**config.mk**
```make
export PLATFORM = sky130hd
export DESIGN_NAME = uart_tx_op
export DESIGN_NICKNAME = d
export VERILOG_FILES = /design/src/rtl/uart_pkg.sv /design/src/rtl/uart_tx_op.sv
export SDC_FILE = /design/constraint.sdc
export NUM_CORES = 1
export LEC_CHECK = 0
export ABC_AREA = 1
export CAP_MARGIN = 30
export CORE_ASPECT_RATIO = 1.1
export CORE_MARGIN = 5
export CORE_UTILIZATION = 35
export DETAILED_ROUTE_END_ITERATION = 16
export GPL_ROUTABILITY_DRIVEN = 0
export GPL_TIMING_DRIVEN = 0
export PLACE_DENSITY = 0.57
export SLEW_MARGIN = 20
export SYNTH_ARGS = -nofsm -noshare
export SYNTH_HDL_FRONTEND = slang
export SYNTH_SLANG_ARGS = --single-unit
```
**constraint.sdc**
```tcl
create_clock -name clk_i -period 1.75 [get_ports clk_i]
set_clock_uncertainty 0.1 [all_clocks]
set_input_delay 0.35 -clock clk_i [delete_from_list [all_inputs] [get_ports clk_i]]
set_output_delay 0.35 -clock clk_i [all_outputs]
set_load 0.02 [all_outputs]
```
**src/rtl/uart_pkg.sv**
```systemverilog
// rtl/uart_pkg.sv - shared UART state encoding, constants and parity helper
package uart_pkg;

    typedef enum logic [2:0] {
        IDLE   = 3'd0,
        START  = 3'd1,
        DATA   = 3'd2,
        PARITY = 3'd3,
        STOP   = 3'd4
    } uart_state_e;

    localparam logic IDLE_BIT = 1'b1;
    localparam int   DATA_W   = 8;

    function automatic logic parity_bit(input logic [DATA_W-1:0] data, input logic even);
        return even ? ^data : ~^data;
    endfunction

endpackage

```
**src/rtl/uart_tx_op.sv**
```systemverilog
// rtl/uart_tx_op.sv - UART transmitter with one-entry holding buffer
// Optional macro UART_TX_STOP2_EN: two stop ticks instead of one.
module uart_tx_op
    import uart_pkg::*;
#(
    parameter logic VERIFY_ON   = 1'b0,
    parameter logic VERIFY_EVEN = 1'b0
) (
    input  logic              clk_i,
    input  logic              resetn_i,
    input  logic              clk_en_i,
    input  logic              datain_valid_i,
    input  logic [DATA_W-1:0] datain_i,
    output logic              datain_ready_o,
    output logic              uart_tx_o,
    output logic              busy_o
);

    uart_state_e       state_q;
    logic [DATA_W-1:0] buf_q;
    logic              buf_full_q;
    logic [DATA_W-1:0] shift_q;
    logic [2:0]        bit_sel_q;
    logic              parity_q;
    logic              tx_q;
    logic              stop_last;
    logic              load_d;
`ifdef UART_TX_STOP2_EN
    logic              stop_cnt_q;
`endif

    always_comb begin
`ifdef UART_TX_STOP2_EN
        stop_last = stop_cnt_q;
`else
        stop_last = 1'b1;
`endif
        // A buffered byte starts on any tick in IDLE or on the final stop tick.
        load_d = clk_en_i && buf_full_q &&
                 ((state_q == IDLE) || ((state_q == STOP) && stop_last));
    end

    always_ff @(posedge clk_i or negedge resetn_i) begin
        if (!resetn_i) begin
            state_q    <= IDLE;
            buf_q      <= '0;
            buf_full_q <= 1'b0;
            shift_q    <= '0;
            bit_sel_q  <= '0;
            parity_q   <= 1'b0;
            tx_q       <= IDLE_BIT;
`ifdef UART_TX_STOP2_EN
            stop_cnt_q <= 1'b0;
`endif
        end else begin
            if (datain_valid_i && !buf_full_q) begin
                buf_q      <= datain_i;
                buf_full_q <= 1'b1;
            end
            if (load_d) begin
                shift_q    <= buf_q;
                buf_full_q <= 1'b0;
                parity_q   <= parity_bit(buf_q, VERIFY_EVEN);
                tx_q       <= 1'b0;
                state_q    <= START;
            end else if (clk_en_i) begin
                case (state_q)
                    IDLE: tx_q <= IDLE_BIT;
                    START: begin
                        tx_q      <= shift_q[0];
                        bit_sel_q <= '0;
                        state_q   <= DATA;
                    end
                    DATA: begin
                        if (bit_sel_q == 3'd7) begin
`ifdef UART_TX_STOP2_EN
                            stop_cnt_q <= 1'b0;
`endif
                            if (VERIFY_ON) begin
                                tx_q    <= parity_q;
                                state_q <= PARITY;
                            end else begin
                                tx_q    <= IDLE_BIT;
                                state_q <= STOP;
                            end
                        end else begin
                            bit_sel_q <= bit_sel_q + 3'd1;
                            shift_q   <= {1'b0, shift_q[DATA_W-1:1]};
                            tx_q      <= shift_q[1];
                        end
                    end
                    PARITY: begin
`ifdef UART_TX_STOP2_EN
                        stop_cnt_q <= 1'b0;
`endif
                        tx_q    <= IDLE_BIT;
                        state_q <= STOP;
                    end
                    STOP: begin
                        tx_q <= IDLE_BIT;
`ifdef UART_TX_STOP2_EN
                        if (!stop_cnt_q) stop_cnt_q <= 1'b1;
                        else             state_q    <= IDLE;
`else
                        state_q <= IDLE;
`endif
                    end
                    default: begin
                        tx_q    <= IDLE_BIT;
                        state_q <= IDLE;
                    end
                endcase
            end
        end
    end

    assign datain_ready_o = ~buf_full_q;
    assign uart_tx_o      = tx_q;
    assign busy_o         = (state_q != IDLE) || buf_full_q;

endmodule

```
==> qor.yml, run 1 <==
status: "completed"
diodes: 0
fin_nets: 179
wl_per_cell_um: 11.18
worstMarginPinSlew_ns: 0.5646
max_stage_delay_ns: 0.49
grt_overflow_total: 0
drtIter0Drc: 75
whs_ns: 0.2679
setup_violations: 0
avgSynthCellArea_sq_um: 8.341
drv_slew: 0
fill_cells: 330
grt_max_degree: 15
worst_r2r_path_depth: 7
crit_path_max_fanout: 5
hpwl_mm: 1.761
cp.depth: 3
drive_gt1_frac: 0.1402
p_sw_frac: 0.4002
synth_fp_nets: 158
power.leakage_nw: 0.7712
wl_mm: 2.371
grt_setup_unrepaired: "false"
cp-start-kind: "register"
ys_seq_elements: 24
final_antenna_net_count: 0
syn_to_final_growth_pct: 23.02
cts_max_level: 1
worst_slew_margin_rel: 0.6224
antenna_found_initial: 0
holdBufCountCts: 0
path_clk_slew_ns: 0.14
pwr-share-clk: 0.173
maxCapViolCount: 0
cts-root-buf: "clkbuf_4"
track_usage: 0.1162
required_ns: 1.30
internal-power_w: 0.001432
hp-class: "primary input to asynchronous set/reset pin"
clock-sinks: 24
num_vias: 985
dieArea_sq_um: 4705
start_util: 0.3606
fin_area_sq_um: 1478
tns_ns: 0
drtPass1Iterations: 4
p_switching_w: 0.0009555
syn_inst: 144
numCtsBuffers: 3
placed_cells: 207
synth.distinct_cells: 19
crit_chain: "nor2_4, nand3_1, buf_2"
placementRows: 22
cts_buffer_depth: 2
layout_min_cycle_time_ns: 1.654
pwr-share-seq: 0.391
port_buffers: 14
die_y_um: 71.44
arrival_ns: 1.20
layout_commonest_cell: "nand2_1"
drc: 0
max_freq_mhz: 604.7
cts_tree: "done"
placed_area_sq_um: 1416
synth-seq-area-share: 0.5010
grt_pass1_wl_mm: 4.222
clock_latency_ns: 0.33
coreArea_sq_um: 3331
fin_cells: 212
final_util: 0.4437
synth_area_sq_um: 1201
io_pins: 15
power_density_nw_per_um2: 1616
comb_power_share: 0.435
mostFrequentLayoutCells: "nand2_1 (41), dfrtp_1 (22), nand3_1 (18)"
crit_buf_inv: 1
period_share: 0.9450
vdd_drop_max_mv: 0.8797
crit_family: "flip-flops"
worstSetupPathType: "register to primary output"
via_per_inst: 4.646
grt_pass1_vias: 965
yosysWarnings: 0
die_x_um: 65.86
slowest_stage: "dfrtp_1"
finalHoldViolCount: 0
worstSetupEndpointType: "primary output"
==> final timing paths <==
kind                       slack [ns]    endpoint         start
hold / removal                   0.27    buf_q[1]      resetn_i
setup / recovery                  0.1      busy_o    state_q[1]
max in group asynchronous        0.72   uart_tx_o      resetn_i
setup reg to reg                 0.15  shift_q[6]  bit_sel_q[0]
min in group clk_i               0.38   uart_tx_o     uart_tx_o
hold reg to reg                  0.38   uart_tx_o     uart_tx_o
==> flip-flops by register name (all words and copies together), names as in the netlist <==
register / flops
bit_sel_q: 3
shift_q: 8
state_q: 3
uart_tx_o: 1
buf_q: 8
buf_full_q: 1
==> stage by stage <==
step | setup slack [ns] | total power, W
global route | 0.01125 | 0.002617
finish | 0.09623 | 0.002388
detailed placement | -0.02572 | 0.001997
CTS | 0.06222 | 0.002410
global placement | -0.05164 | 0.001960
floorplan | 0.2989 | 0.001702
==> area by class of cell <==
cell class / count / area, sq um / share of cell area
Sequential cell: 24 / 603.1 / 0.4081
Multi-Input combinational cell: 97 / 503.0 / 0.3404
Timing Repair Buffer: 16 / 155.1 / 0.1050
Inverter: 19 / 71.32 / 0.04826
Tap cell: 48 / 60.06 / 0.04064
Buffer: 4 / 32.53 / 0.02202
Clock inverter: 1 / 30.03 / 0.02032
Clock buffer: 3 / 22.52 / 0.01524
==> metal layers <==
metal / routed length (um) / up-vias / GRT usage
li1: - / 507 / -
met3: 87 / 5 / 0.03918
met4: 34 / 0 / 0.04147
met2: 1180 / 13 / 0.1971
met1: 1068 / 460 / 0.1350
met5: 0 / - / 0
==> power by group through the flow <==
stage | combinational, W | sequential (W) | clock (W)
after detailed placement | 0.00105 | 0.000951 | 0
after global routing | 0.00119 | 0.000966 | 0.000462
after floorplan | 0.000764 | 0.000938 | 0
after CTS | 0.00103 | 0.000950 | 0.000429
after global placement | 0.00102 | 0.000943 | 0
final | 0.00104 | 0.000935 | 0.000414
==> repair_timing <==
action                                  CTS  global route
setup buffers                             0             1
endpoints found under the setup margin    3             8
cloned                                    0             0
gates resized for setup                  10             1
==> worst reg2reg max path: stages (launching register included) <==
cell	delay, ns
dfrtp_1	0.43
ha_1	0.21
ha_1	0.21
inv_2	0.13
nand4_4	0.20
nand2_4	0.15
nand2_1	0.07
nand2_1	0.06
==> kinds of logic (layout without fill, tap and decap cells) <==
group / after synthesis / count (layout) / synth area share
AOI/OAI and AO/OA: 16 / 16 / 0.06666
DFF: 24 / 24 / 0.5010
muxes: 1 / 1 / 0.009374
adders and majority gates: 2 / 2 / 0.02083
and+or+nand+nor: 78 / 78 / 0.3156
buffers and inverters: 23 / 43 / 0.08645
==> cell usage after synthesis <==
cell type | number | area, sq um
dfstp_2 | 1 | 26.28
nand2_4 | 2 | 22.52
nand3_1 | 18 | 90.09
buf_6 | 2 | 22.52
inv_1 | 18 | 67.56
o21ai_1 | 7 | 35.03
o21ai_0 | 2 | 10.01
a21oi_1 | 7 | 35.03
inv_2 | 1 | 3.750
nor2_8 | 1 | 20.02
mux2_2 | 1 | 11.26
nor2_2 | 1 | 6.260
nand4_1 | 5 | 31.28
ha_1 | 2 | 25.02
nand4_4 | 1 | 21.27
nand2_1 | 41 | 153.9
nor2_1 | 9 | 33.78
buf_2 | 2 | 10.01
dfrtp_1 | 23 | 575.6
Power figures use the tool's default switching activity.
==> run 2, diff against run 1 <==
Settings changed: CORE_MARGIN 5 to unset.
==> qor.yml, run 2 (same netlist as run 1, synthesis figures left out) <==
layout_min_cycle_time_ns: 1.681  # +0.02739 ns
power.leakage_nw: 0.7566  # -1.9%
use_met3: 0.01848  # -0.02070
coreArea_sq_um: 3153  # -5.3%
max_freq_mhz: 594.8  # -1.6%
vdd_drop_max_mv: 0.6049  # -31%
power_density_nw_per_um2: 1555  # -3.8%
p_switching_w: 0.0009305  # -2.6%
via_per_inst: 4.939  # +6.3%
largestRegisters: "buf_q x8, shift_q x8"
cts-root-buf: "clkbuf_4"
placed_area_sq_um: 1379  # -2.7%
worstSetupEndpointType: "primary output"
drtPass1Iterations: 4  # unchanged
drc: 0  # unchanged
grt_overflow_total: 0  # unchanged
setup_violations: 0  # unchanged
place_ws_ns: -0.01707  # +0.008651 ns
mostFrequentLayoutCells: "nand2_1 (41), dfrtp_1 (21), nand3_1 (18)"
cts_buffer_depth: 2  # unchanged
syn_to_final_growth_pct: 19.38
placementRows: 21  # -4.5%
num_vias: 978  # -0.71%
pwr-share-seq: 0.427  # +0.036
die_y_um: 63.44  # -11%
p_total_w: 0.002230  # -6.6%
required_ns: 1.30  # about the same
arrival_ns: 1.23  # +0.03 ns
hp-class: "register to register"
diodes: 0  # unchanged
drive_gt1_frac: 0.1402  # unchanged
grt_max_degree: 25  # +10
worstSetupPathType: "register to primary output"
fill_cells: 307  # -7.0%
grt.busiest_layer: "met2"
port_buffers: 14  # unchanged
drtIter0Drc: 22  # -71%
fin_area_sq_um: 1434  # -3.0%
use_met2: 0.2371  # +0.03996
wl_per_cell_um: 11.08  # -0.92%
hpwl_mm: 1.595  # -9.4%
cp-start-kind: "register"
drv_slew: 0  # unchanged
setup_slack_ns: 0.06885  # -0.02739 ns
numCtsBuffers: 3  # unchanged
clock-sinks: 24  # unchanged
maxCapViolCount: 0  # unchanged
grt_setup_unrepaired: "false"
reg2reg_slack_ns: 0.17  # +0.02 ns
fin_nets: 179  # unchanged
io_pins: 15  # unchanged
dieArea_sq_um: 3670  # -22%
clock_latency_ns: 0.30  # -0.03 ns
internal-power_w: 0.001299  # -9.3%
pwr-share-clk: 0.109  # -0.064
die_x_um: 57.86  # -12%
status: "completed"
layout_commonest_cell: "nand2_1"
wl_mm: 2.194  # -7.5%
worst_slew_margin_rel: 0.6432  # +0.02079
cts_max_level: 1  # unchanged
finalHoldViolCount: 0  # unchanged
p_sw_frac: 0.4173  # +0.01712
final_antenna_net_count: 0  # unchanged
grt_pass1_wl_mm: 3.995  # -5.4%
comb_power_share: 0.464  # +0.029
period_share: 0.9607  # +0.01565
cts_tree: "done"
track_usage: 0.1387  # +0.02242
worstMarginPinSlew_ns: 0.5352  # -0.02942 ns
grt_pass1_vias: 961  # -0.41%
use_met1: 0.1745  # +0.03951
antenna_found_initial: 0  # unchanged
start_util: 0.3810  # +0.02032
crit_path_max_fanout: 5  # unchanged
path_clk_slew_ns: 0.12  # -0.02 ns
## run 2: cell type report
type,instances,area [sq um],area share
multi-input combinational,97,503.0,0.3508
buffer,4,32.53,0.02269
clock buffer,4,26.28,0.01832
tap,34,42.54,0.02967
inverter,19,73.82,0.05148
timing repair buffer,16,151.4,0.1056
sequential,24,604.3,0.4215
## run 2: path summary, 6_finish.rpt
path                                 to         start  depth (start not counted)
max in group asynchronous    state_q[2]      resetn_i                          2
setup / recovery                 busy_o    state_q[1]                          3
setup reg to reg             shift_q[1]  bit_sel_q[0]                          7
hold reg to reg               uart_tx_o     uart_tx_o                          2
min in group asynchronous  bit_sel_q[1]      resetn_i                          2
hold / removal                uart_tx_o     uart_tx_o                          2
## run 2: power by group through the flow
stage          combinational (W)  clock, W  sequential, W
6_report                 0.00104  0.000243       0.000951
5_1_grt                  0.00120  0.000278       0.000981
4_1_cts                  0.00103  0.000264       0.000956
3_5_place_dp             0.00103         0       0.000957
3_3_place_gp             0.00102         0       0.000944
2_1_floorplan           0.000764         0       0.000938
## run 2: metrics by stage
step                cells    util  setup TNS [ns]  hold slack [ns]
floorplan             144       -               0         -0.04559
global placement      192  0.4389          -2.046           0.3594
detailed placement    192  0.4373        -0.01707           0.2664
CTS                   197  0.4512               0           0.3794
global route          198  0.4548               0           0.4102
finish                198  0.4548               0           0.3778
## run 2: timing repair
item,CTS,global route
hold buffers,1,0
setup endpoints to repair,3,8
hold endpoints to repair,23,0
buffers inserted,0,1
resized for setup,9,3
## run 2: critical path: stages (launching register included)
cell	delay (ns)
dfrtp_2	0.48
nor2_4	0.12
nand3_1	0.08
clkdlybuf4s15_2	0.25
## run 2: routing by layer
metal  vias to the layer above  share of wire
li1                        503              -
met5                         -              0
met4                         0          0.010
met2                        19           0.49
met1                       454           0.47
met3                         2          0.033
==> run 3, diff against run 2 <==
Settings changed: SKIP_LAST_GASP set to 1.
==> qor.yml, run 3 (same netlist as run 1, synthesis figures left out) <==
status: "completed"
use_met3: 0.01848  # unchanged
wl_per_cell_um: 11.05  # -0.32%
crit_family: "flip-flops"
power.leakage_nw: 0.7534  # -0.43%
maxCapViolCount: 0  # unchanged
fin_cells: 198  # unchanged
crit_buf_inv: 1  # unchanged
crit_chain: "dlygate4sd2_1"
place_ws_ns: -0.01707  # unchanged
min_path_cells: 2  # unchanged
worstHoldStart: "uart_tx_o"
io_pins: 15  # unchanged
drtPass1Iterations: 4  # unchanged
layout_min_cycle_time_ns: 1.633  # -0.04819 ns
hpwl_mm: 1.595  # unchanged
grt_setup_unrepaired: "false"
grt_pass1_vias: 955  # -0.62%
worstSetupEndpointType: "primary output"
coreArea_sq_um: 3153  # unchanged
fill_cells: 312  # +1.6%
worst_slew_margin_rel: 0.6434  # about the same
worstMarginPinSlew_ns: 0.5349  # -0.0003185 ns
slowest_stage: "dfstp_2"
via_per_inst: 4.939  # unchanged
path_clk_slew_ns: 0.12  # about the same
final_antenna_net_count: 0  # unchanged
mostFrequentLayoutCells: "nand2_1 (41), dfrtp_1 (21), nand3_1 (18)"
cts-root-buf: "clkbuf_4"
r2r-start: "bit_sel_q[0]"
crit-reg2reg-capture: "shift_q[1]"
hp-class: "register to register"
layout_commonest_cell: "nand2_1"
dieArea_sq_um: 3670  # unchanged
drtIter0Drc: 22  # unchanged
placementRows: 21  # unchanged
use_met1: 0.1745  # unchanged
antenna_found_initial: 0  # unchanged
crit_path_max_fanout: 2  # -3
die_y_um: 63.44  # unchanged
max_freq_mhz: 612.4  # +3.0%
arrival_ns: 1.18  # -0.05 ns
grt_max_degree: 25  # unchanged
use_met2: 0.2342  # -0.002874
vdd_drop_max_mv: 0.6127  # +1.3%
clock_latency_ns: 0.30  # about the same
max_stage_delay_ns: 0.55  # +0.07 ns
grt.busiest_layer: "met2"
wl_mm: 2.187  # -0.32%
cp-start-kind: "register"
drv_slew: 0  # unchanged
grt_overflow_total: 0  # unchanged
grt_pass1_wl_mm: 3.967  # -0.70%
cts_tree: "done"
cts_buffer_depth: 2  # unchanged
worst_r2r_path_depth: 7  # unchanged
die_x_um: 57.86  # unchanged
placed_cells: 192  # unchanged
largestRegisters: "buf_q x8, shift_q x8"
drive_gt1_frac: 0.1402  # unchanged
reg2reg_slack_ns: 0.17  # about the same
setup_slack_ns: 0.1170  # +0.04819 ns
syn_to_final_growth_pct: 18.44
cts_max_level: 1  # unchanged
track_usage: 0.1378  # -0.0008532
whs_ns: 0.3788  # +0.001021 ns
power_density_nw_per_um2: 1553  # -0.12%
num_vias: 978  # unchanged
start_util: 0.3810  # unchanged
setup_violations: 0  # unchanged
p_total_w: 0.002210  # -0.91%
drc: 0  # unchanged
clock-sinks: 24  # unchanged
hold_end: "uart_tx_o"
final_util: 0.4512  # -0.003572
finalHoldViolCount: 0  # unchanged
worstSetupPathType: "register to primary output"
port_buffers: 14  # unchanged
required_ns: 1.30  # about the same
period_share: 0.9331  # -0.02753
numCtsBuffers: 3  # unchanged
fin_nets: 179  # unchanged
diodes: 0  # unchanged
run 3: cell types whose count changed in the layout (fill, tap and decap cells not counted), sizes merged:
| cell | delta |
|---|---|
| clkdlybuf4s15 | -1 |
| clkbuf | +1 |
run 3: final cells by class:
cell class                 instances  area, sq um  area share
timing repair buffer              16        145.1      0.1020
sequential                        24        604.3      0.4248
buffer                             4        32.53     0.02287
inverter                          19        73.82     0.05189
multi-input combinational         97        498.0      0.3500
tap                               34        42.54     0.02990
clock buffer                       4        26.28     0.01847
run 3: per-layer routing:
metal,share of wire,vias to the layer above
met5,0,-
li1,-,501
met3,0.026,2
met2,0.49,15
met4,0.010,0
met1,0.48,460
run 3: how the worst max path moves through the flow:
stage,start,to,depth (start not counted)
floorplan,bit_sel_q[0],shift_q[0],7
global placement,resetn_i,shift_q[4],1
global route,bit_sel_q[0],shift_q[0],7
finish,uart_tx_o,uart_tx_o,1
detailed placement,state_q[2],busy_o,3
CTS,state_q[2],busy_o,3
run 3: power breakdown:
part	leakage (nW)	internal [W]	switching (W)
logic	0.449	0.000392	0.000629
clock network	0.0150	0.0000888	0.000154
registers	0.290	0.000804	0.000141
total	0.753	0.00128	0.000925
run 3: metrics by stage:
| step | setup TNS, ns | instance area, sq um |
|---|---|---|
| after floorplan | 0 | 1201 |
| after global placement | -2.046 | 1384 |
| after detailed placement | -0.01707 | 1379 |
| after CTS | -0.08861 | 1415 |
| after global routing | 0 | 1423 |
| final | 0 | 1423 |
run 3: timing repair:
item	CTS	global route
setup endpoints to repair	3	8
endpoints found under the hold margin	23	0
setup buffers	0	1
resized for setup	6	5
hold buffers	1	0
run 3: worst register-to-register path, stage by stage, from the launching register on:
cell and delay, ns:
dfrtp_1 0.42, ha_1 0.21, ha_1 0.20, inv_2 0.13, nand4_4 0.20, nand2_4 0.15, nand2_1 0.06, nand2_1 0.06
